$ cat config.mk
export PLATFORM = sky130hd
export DESIGN_NAME = clk_synth
export DESIGN_NICKNAME = d
export VERILOG_FILES = /design/src/rtl/clk_synth.sv
export SDC_FILE = /design/constraint.sdc
export NUM_CORES = 1
export LEC_CHECK = 0
export ABC_AREA = 1
export BUFFER_PORTS_ARGS = -buffer_cell sky130_fd_sc_hd__buf_4
export CAP_MARGIN = 30
export CORE_ASPECT_RATIO = 1.4
export CORE_UTILIZATION = 55
export CTS_CLUSTER_SIZE = 30
export DETAILED_ROUTE_END_ITERATION = 12
export PLACE_DENSITY_LB_ADDON = 0.3
export REMOVE_ABC_BUFFERS = 1
export SLEW_MARGIN = 20
export SYNTH_ARGS = -nofsm -noshare
export SYNTH_HDL_FRONTEND = slang
export SYNTH_SLANG_ARGS = --single-unit
$ cat constraint.sdc
create_clock -name clk -period 4.1 [get_ports clk]
set_input_delay 0.82 -clock clk [delete_from_list [all_inputs] [get_ports clk]]
set_output_delay 0.82 -clock clk [all_outputs]
set_load 0.05 [all_outputs]
$ cat src/rtl/clk_synth.sv
// Multi-channel fractional clock-enable synthesiser: each channel emits pulses
// at f_clk*M/D from a modulo-D phase accumulator and reports lock after LOCK_CYC pulses.
module clk_synth #(
    parameter int CH       = 2,
    parameter int W        = 16,
    parameter int LOCK_CYC = 16,
    parameter int M0       = 1,
    parameter int D0       = 2
) (
    input  logic                                   clk,
    input  logic                                   rst_n,
    input  logic                                   wr_en,
    input  logic [((CH > 1) ? $clog2(CH) : 1)-1:0] wr_ch,
    input  logic [W-1:0]                           wr_m,
    input  logic [W-1:0]                           wr_d,
    output logic                                   wr_err,
    output logic [CH-1:0]                          fx_pulse,
    output logic [CH-1:0]                          fx_out,
    output logic [CH-1:0]                          locked
);
    localparam int CHW = (CH > 1) ? $clog2(CH) : 1;
    localparam int CW  = $clog2(LOCK_CYC + 1);
    localparam logic [CHW:0]  CH_LIM   = (CHW + 1)'(CH);
    localparam logic [CW-1:0] LAST_CNT = CW'(LOCK_CYC - 1);

    typedef enum logic [1:0] { IDLE, LOCKING, LOCKED } state_t;
    localparam state_t RST_STATE = (M0 == 0) ? IDLE : LOCKING;

    logic wr_ok;

    // M<=D keeps the accumulator below D, so W+1 bits always hold acc+M.
    assign wr_ok = wr_en && ({1'b0, wr_ch} < CH_LIM) && (wr_d != '0) && (wr_m <= wr_d);

    always_ff @(posedge clk or negedge rst_n) begin
        if (!rst_n) begin
            wr_err <= 1'b0;
        end else begin
            wr_err <= wr_en && !wr_ok;
        end
    end

    for (genvar i = 0; i < CH; i++) begin : g_ch
        state_t        state, state_nx;
        logic [W-1:0]  m_q, m_nx, d_q, d_nx;
        logic [W:0]    acc, acc_nx, sum;
        logic [CW-1:0] cnt, cnt_nx;
        logic          pulse, pulse_nx, tog, tog_nx, lock, lock_nx;
        logic          hit;

        assign hit = wr_ok && (wr_ch == CHW'(i));
        assign sum = acc + {1'b0, m_q};

        always_ff @(posedge clk or negedge rst_n) begin
            if (!rst_n) begin
                state <= RST_STATE;
                m_q   <= W'(M0);
                d_q   <= W'(D0);
                acc   <= '0;
                cnt   <= '0;
                pulse <= 1'b0;
                tog   <= 1'b0;
                lock  <= 1'b0;
            end else begin
                state <= state_nx;
                m_q   <= m_nx;
                d_q   <= d_nx;
                acc   <= acc_nx;
                cnt   <= cnt_nx;
                pulse <= pulse_nx;
                tog   <= tog_nx;
                lock  <= lock_nx;
            end
        end

        always_comb begin
            state_nx = state;
            m_nx     = m_q;
            d_nx     = d_q;
            acc_nx   = acc;
            cnt_nx   = cnt;
            pulse_nx = 1'b0;
            tog_nx   = tog;
            lock_nx  = lock;

            // A write to this channel overrides whatever pulse this edge would produce.
            if (hit) begin
                m_nx     = wr_m;
                d_nx     = wr_d;
                acc_nx   = '0;
                cnt_nx   = '0;
                tog_nx   = 1'b0;
                lock_nx  = 1'b0;
                state_nx = (wr_m == '0) ? IDLE : LOCKING;
            end else begin
                case (state)
                    LOCKING, LOCKED: begin
                        if (sum >= {1'b0, d_q}) begin
                            acc_nx   = sum - {1'b0, d_q};
                            pulse_nx = 1'b1;
                            tog_nx   = ~tog;
                            if (state == LOCKING) begin
                                cnt_nx = cnt + CW'(1);
                                if (cnt == LAST_CNT) begin
                                    state_nx = LOCKED;
                                    lock_nx  = 1'b1;
                                end
                            end
                        end else begin
                            acc_nx = sum;
                        end
                    end
                    default: begin
                        state_nx = IDLE;
                        acc_nx   = '0;
                        tog_nx   = 1'b0;
                        lock_nx  = 1'b0;
                    end
                endcase
            end
        end

        assign fx_pulse[i] = pulse;
        assign fx_out[i]   = tog;
        assign locked[i]   = lock;
    end

endmodule

-- Word level (Yosys, flattened, before mapping)
Index checks and enable logic that the tools add are counted.
- add/sub/neg operators: 6
- multipliers: 0
- divide/modulo/power cells: 0
- magnitude comparators: 3
- equal/unequal tests: 12
- shift operators: 0
- multiplexer cells: 47
- bitwise operators: 3
- reductions and logical operators: 20
- operators by type and width (cell ; count):
    17-bit 2-to-1 mux ; 6
    5-bit 2-to-1 mux ; 8
    17-bit by 16-bit adder with 17-bit output ; 2
    17-bit by 16-bit >= comparator with 1-bit output ; 2
    17-bit by 16-bit subtractor with 17-bit output ; 2
    1-bit 2-to-1 mux ; 23
    2-bit 2-to-1 mux ; 10
    3-bit inequality test (second input constant) ; 6
    16-bit less-or-equal comparator ; 1
    16-bit zero test ; 1
    16-bit nonzero test ; 1
    3-bit AND reduction ; 4
    2-bit nonzero test ; 6
    5-bit by 1-bit adder with 5-bit output (second input constant) ; 2
    5-bit by 4-bit equality test with 1-bit output (second input constant) ; 2
    1-bit logical AND ; 5
    2-bit by 1-bit equality test with 1-bit output (second input constant) ; 2
    2-bit equality test (second input constant) ; 2
    2-bit OR reduction ; 2
    1-bit NOT ; 3
    1-bit zero test ; 1
- register bits after elaboration: 119
- latch bits: 0
- bits in writable memories: 0
- memory bits (read-only): 0
- input bits: 36
- output and inout bits: 7
- logic and storage cells: 108
- memories kept: 0

-- Depth between registers and ports, before layout
- word-level depth: 6
- mapped depth: 28
- gate-level depth less buffers: 27

-- Worst setup path before layout
Ideal clock, no wire load.
- path type: reg-to-reg
- from: reg g_ch[1].m_q[0]
- to: reg g_ch[1].acc[14]
- arrival: 3162 ps
- data required time: 3983 ps
- setup slack: 822 ps
- stages on the path, launching flop included: 24
- buffers on the path: 1
- cells stage by stage: dfstp_2 ha_1 inv_1 fa_1 inv_1 nand3_1 nand2_1 nand2_1 nand2_2 nand2_1 nand2_1 nand2_1 nand2_1 xor2_1 ha_1 a21oi_1 o21ai_0 nor2_1 nand2_1 nand2_1 nand3_4 buf_4 nor2_1 nor2_1
- cells in the longest elaborated chain, start to end: 5
- elaborated cells on any way between the ends: 6
- RTL lines (element ; RTL line ; text):
    start: declaration ; 44 ; logic [W-1:0] m_q, m_nx, d_q, d_nx;
    start signal: assignment ; 56 ; m_q <= W'(M0);
    start signal: assignment ; 65 ; m_q <= m_nx;
    17-bit by 16-bit adder with 17-bit output (*) ; 51 ; assign sum = acc + {1'b0, m_q};
    17-bit by 16-bit subtractor with 17-bit output / 17-bit by 16-bit >= comparator with 1-bit output (equally long branches) ; 98, 97 ;
    17-bit 2-to-1 mux (*) ; 97 ; if (sum >= {1'b0, d_q}) begin
    17-bit 2-to-1 mux (*) ; 95 ; case (state)
    17-bit 2-to-1 mux (*) ; 86 ; if (hit) begin
    named net g_ch[1].acc_nx[14] ; 45 ; logic [W:0] acc, acc_nx, sum;
    end signal: assignment ; 67 ; acc <= acc_nx;
    end: declaration ; 45 ;
The timed path passes the listed nets; every way through them passes the cells marked *.
A chain may end at the register's enable or synchronous reset.

-- Final worst setup path
- from: reg g_ch[0].m_q[0]
- to: reg g_ch[0].acc[1]
- cells in the longest elaborated chain, start to end: 5
- elaborated cells on any way between the ends: 6
- RTL lines (element ; RTL line):
    start: declaration ; 44
    start signal: assignment ; 56
    start signal: assignment ; 65
    17-bit by 16-bit adder with 17-bit output (*) ; 51
    17-bit by 16-bit subtractor with 17-bit output / 17-bit by 16-bit >= comparator with 1-bit output (equally long branches) ; 98, 97
    17-bit 2-to-1 mux (*) ; 97
    17-bit 2-to-1 mux (*) ; 95
    17-bit 2-to-1 mux (*) ; 86
    named net g_ch[0].acc_nx[1] ; 45
    end signal: assignment ; 67
    end: declaration ; 45
Marks and branches as above.

==> flow_summary.toml <==
[cts]
cts_buffers = 17
cts.sinks = 117
cts-root-buf = "clkbuf_16"
clk_pin_slew_ns = 0.06
cts_max_level = 4
clock_latency_ns = 0.42
clock_path_buffers = 2
tritoncts = "yes"

[critical_path]
crit_arrival_ns = 4.08
worstPathRequired_ns = 4.40
r2r_end = "g_ch[0].acc[1]"
cpMostUsedCell = "nand2_1"
crit_path_cell_trace = "ha_1 -> inv_1 -> fa_1 -> inv_1 -> nand3_1 -> nand2_1 -> a31o_2 -> xor2_1 -> ha_1 -> a21oi_1 -> and2_1 -> nand2_1 -> nand2_1 -> nand2_1 -> nand2_2 -> inv_1 -> nor2_1 -> nor2_1 -> nand2_1 -> nand2_1"
setup.worst_path.class = "flip-flop to flip-flop"
crit_fanout = 5
slowest_delay_ns = 0.53
rrSetupSlack_ns = 0.32
crit_buf_inv = 3
cp-start-kind = "flip-flop"
r2r_cells = 20
r2r_start = "g_ch[0].m_q[0]"
critPathCaptureType = "flip-flop"
slowest_stage = "dfstp_2"
critPathTopFamily = "simple AND/OR/NAND/NOR gates"

[die]
die_area_sq_um = 16700
io_pins = 43
die_y_um = 152
initial_core_util_pct = 56.6
die_w_um = 109
core_sq_um = 15700
rows = 54

[grt]
grt_pass1_vias = 8159
antenna_found_initial = 0
track_usage_pct = 28.9
grt_pass1_wl_um = 37500
grt_max_degree = 68
overflow = 0

[drt]
dr.pass1.iters = 5
drtIter0Drc = 507
wl_per_cell_um = 15.6
top_layer = "met4"
post-route-drc-count = 0
wl_met1_um = 9190
via_per_inst = 5.50
drt_wl_total_um = 23200
vias = 8201
route.met2.wl_um = 12400
drtAntennaViolNets = 0
route.met3.wl_um = 724

[pwr]
p_total_mw = 8.73
p_leak_nw = 5.57
p_per_area_nw_per_um2 = 875
irDropWorstVdd_mv = 0.576

[placed_design]
place_hpwl_um = 17900
dp.cells = 1457
place_area_sq_um = 9330
dp_slack_ns = 0.185
portBuffers = 42
place_congestion = 0.914

[run]
max-cap-violations = 0

[worst_hold_path]
hp-class = "primary input to asynchronous set/reset pin"

[layout]
fillers = 1445
area_delta_synth_final_pct = 12.5
drive_above_1_share_pct = 9.19
instances_no_fill = 1491
finalInstanceArea_sq_um = 9990
fin_util_pct = 63.7
final_nets = 1410
n_antenna_cell = 0

[synth]
synth_flop_cell = "dfrtp_1"
synth_top_area_share_pct = 31.3
synth_cell_types = 42
synth-seq-cells = 117
syn_inst = 1240
seq_area_frac_synth_pct = 33.1
synth.avg_cell_area_sq_um = 7.16
yosys.area.top_type = "dfrtp_1"
synth_warnings = 0
synth_area_sq_um = 8870
synth_edf_count = 0
yosysMostFrequentCell = "nand2_1"
async_reset_ff_share_pct = 100
ys_top_cells_by_area = "dfrtp_1 31%, nand2_1 16%, ha_1 12%"
ys_top_cells_by_count = "379 x nand2_1, 168 x inv_1, 111 x dfrtp_1"

[timing]
tns_ns = 0
relSlewSlack_pct = 42.0
rsz0062_at_grt = "no"
max_freq_mhz = 265
setup_viol = 0
finClkSkew_ns = 0.0111
tightest_slew_ns = 0.870
finalCritPeriodShare_pct = 92.2
hold_violations = 0
fin_ws_ns = 0.321
period_minus_slack_ns = 3.78
whs_ns = 0.481
report.final.slew_viol_count = 0

[status]
status = "completed"
## worst register-to-register path: stages, from the launching register on
cell and delay [ns]:
dfstp_2 0.53, ha_1 0.16, inv_1 0.06, fa_1 0.39
inv_1 0.08, nand3_1 0.07, nand2_1 0.18, a31o_2 0.21
xor2_1 0.23, ha_1 0.33, a21oi_1 0.21, and2_1 0.18
nand2_1 0.11, nand2_1 0.08, nand2_1 0.07, nand2_2 0.16
inv_1 0.06, nor2_1 0.25, nor2_1 0.16, nand2_1 0.09
nand2_1 0.05
## flip-flops by register name, indices dropped and copies added (netlist names)
| register | count |
|---|---|
| g_ch.acc | 34 |
| g_ch.d_q | 32 |
| g_ch.m_q | 32 |
| g_ch.cnt | 10 |
| g_ch.state | 4 |
| g_ch.pulse | 2 |
| g_ch.tog | 2 |
| wr_err | 1 |
## worst max-delay path by stage
stage	slack (ns)	endpoint	cells past startpoint	start
after floorplan	0.14	g_ch[0].tog	11	wr_d[15]
after global placement	0.22	g_ch[0].acc[14]	20	g_ch[0].m_q[0]
after detailed placement	0.18	g_ch[0].acc[13]	20	g_ch[0].m_q[0]
after CTS	0.15	g_ch[0].acc[9]	20	g_ch[0].m_q[0]
after global routing	0.009	g_ch[1].acc[12]	23	g_ch[1].m_q[0]
final	0.32	g_ch[0].acc[1]	20	g_ch[0].m_q[0]
## placed cells by master (no fill, tap or decap), types with 2 or more instances in the layout
cell        netlist  final
nand3_2           1      3
nand2_2           7      7
nor2_1           96     96
nand3_4           2      2
xnor2_1          10      9
nor4_1            5      5
bufinv_16         0      2
and2_1            4      4
clkbuf_16         0     17
dfrtp_1         111    111
clkinvlp_4        0      5
clkinv_4          0      3
a21oi_2           1      2
nand3b_1          8      8
fa_1              4      4
xor2_1           34     34
a21oi_1          66     65
o21ai_0          69     69
nand4_1          49     49
nor3_1            7      7
dfstp_2           6      6
inv_1           168    168
nand2_1         379    379
clkbuf_8          0      2
buf_4            11     53
nand3_1          61     60
ha_1             88     87
inv_2             3      2
a21o_1            5      5
clkinv_1          3      3
o21bai_1          8      8
## report_power, final
part | internal, mW | switching, mW | leakage (nW)
sequential | 1.45 | 0.165 | 1.51
combinational | 1.96 | 3.65 | 3.78
clock | 0.933 | 0.574 | 0.280
total | 4.34 | 4.39 | 5.57
## metal layers
metal,track usage (%),up-vias
met1,32.4,3843
met5,0,-
met2,53.0,203
li1,-,4087
met3,4.28,68
met4,12.0,0
## logic make-up (layout without fill, tap and decap cells)
logic type               count (synthesis)  count (layout)  synth area share [%]
AND/OR/NAND/NOR                        624             625                  30.2
buffers and inverters                  206             260                  9.50
AO/OA/AOI/OAI                          157             157                  9.60
flip-flops                             117             117                  33.1
adder cells (fa/ha/maj)                 92              92                  13.3
XOR/XNOR                                44              44                  4.34
## layout make-up
type	count	area, sq um	area share, %
multi-input cells	918	5130	51.4
flip-flops and latches	117	2940	29.4
inverters	174	656	6.56
clock buffers	19	453	4.54
repair buffers	54	418	4.18
well taps	196	245	2.46
clock inverters	13	149	1.49
## repair_timing
item | CTS | global route
endpoints found under the setup margin | 0 | 27
gates resized for setup | 0 | 5
buffers inserted | 0 | 1
hold buffers | 0 | 0
endpoints found under the hold margin | 0 | 0
Power figures use the tool's default switching activity.
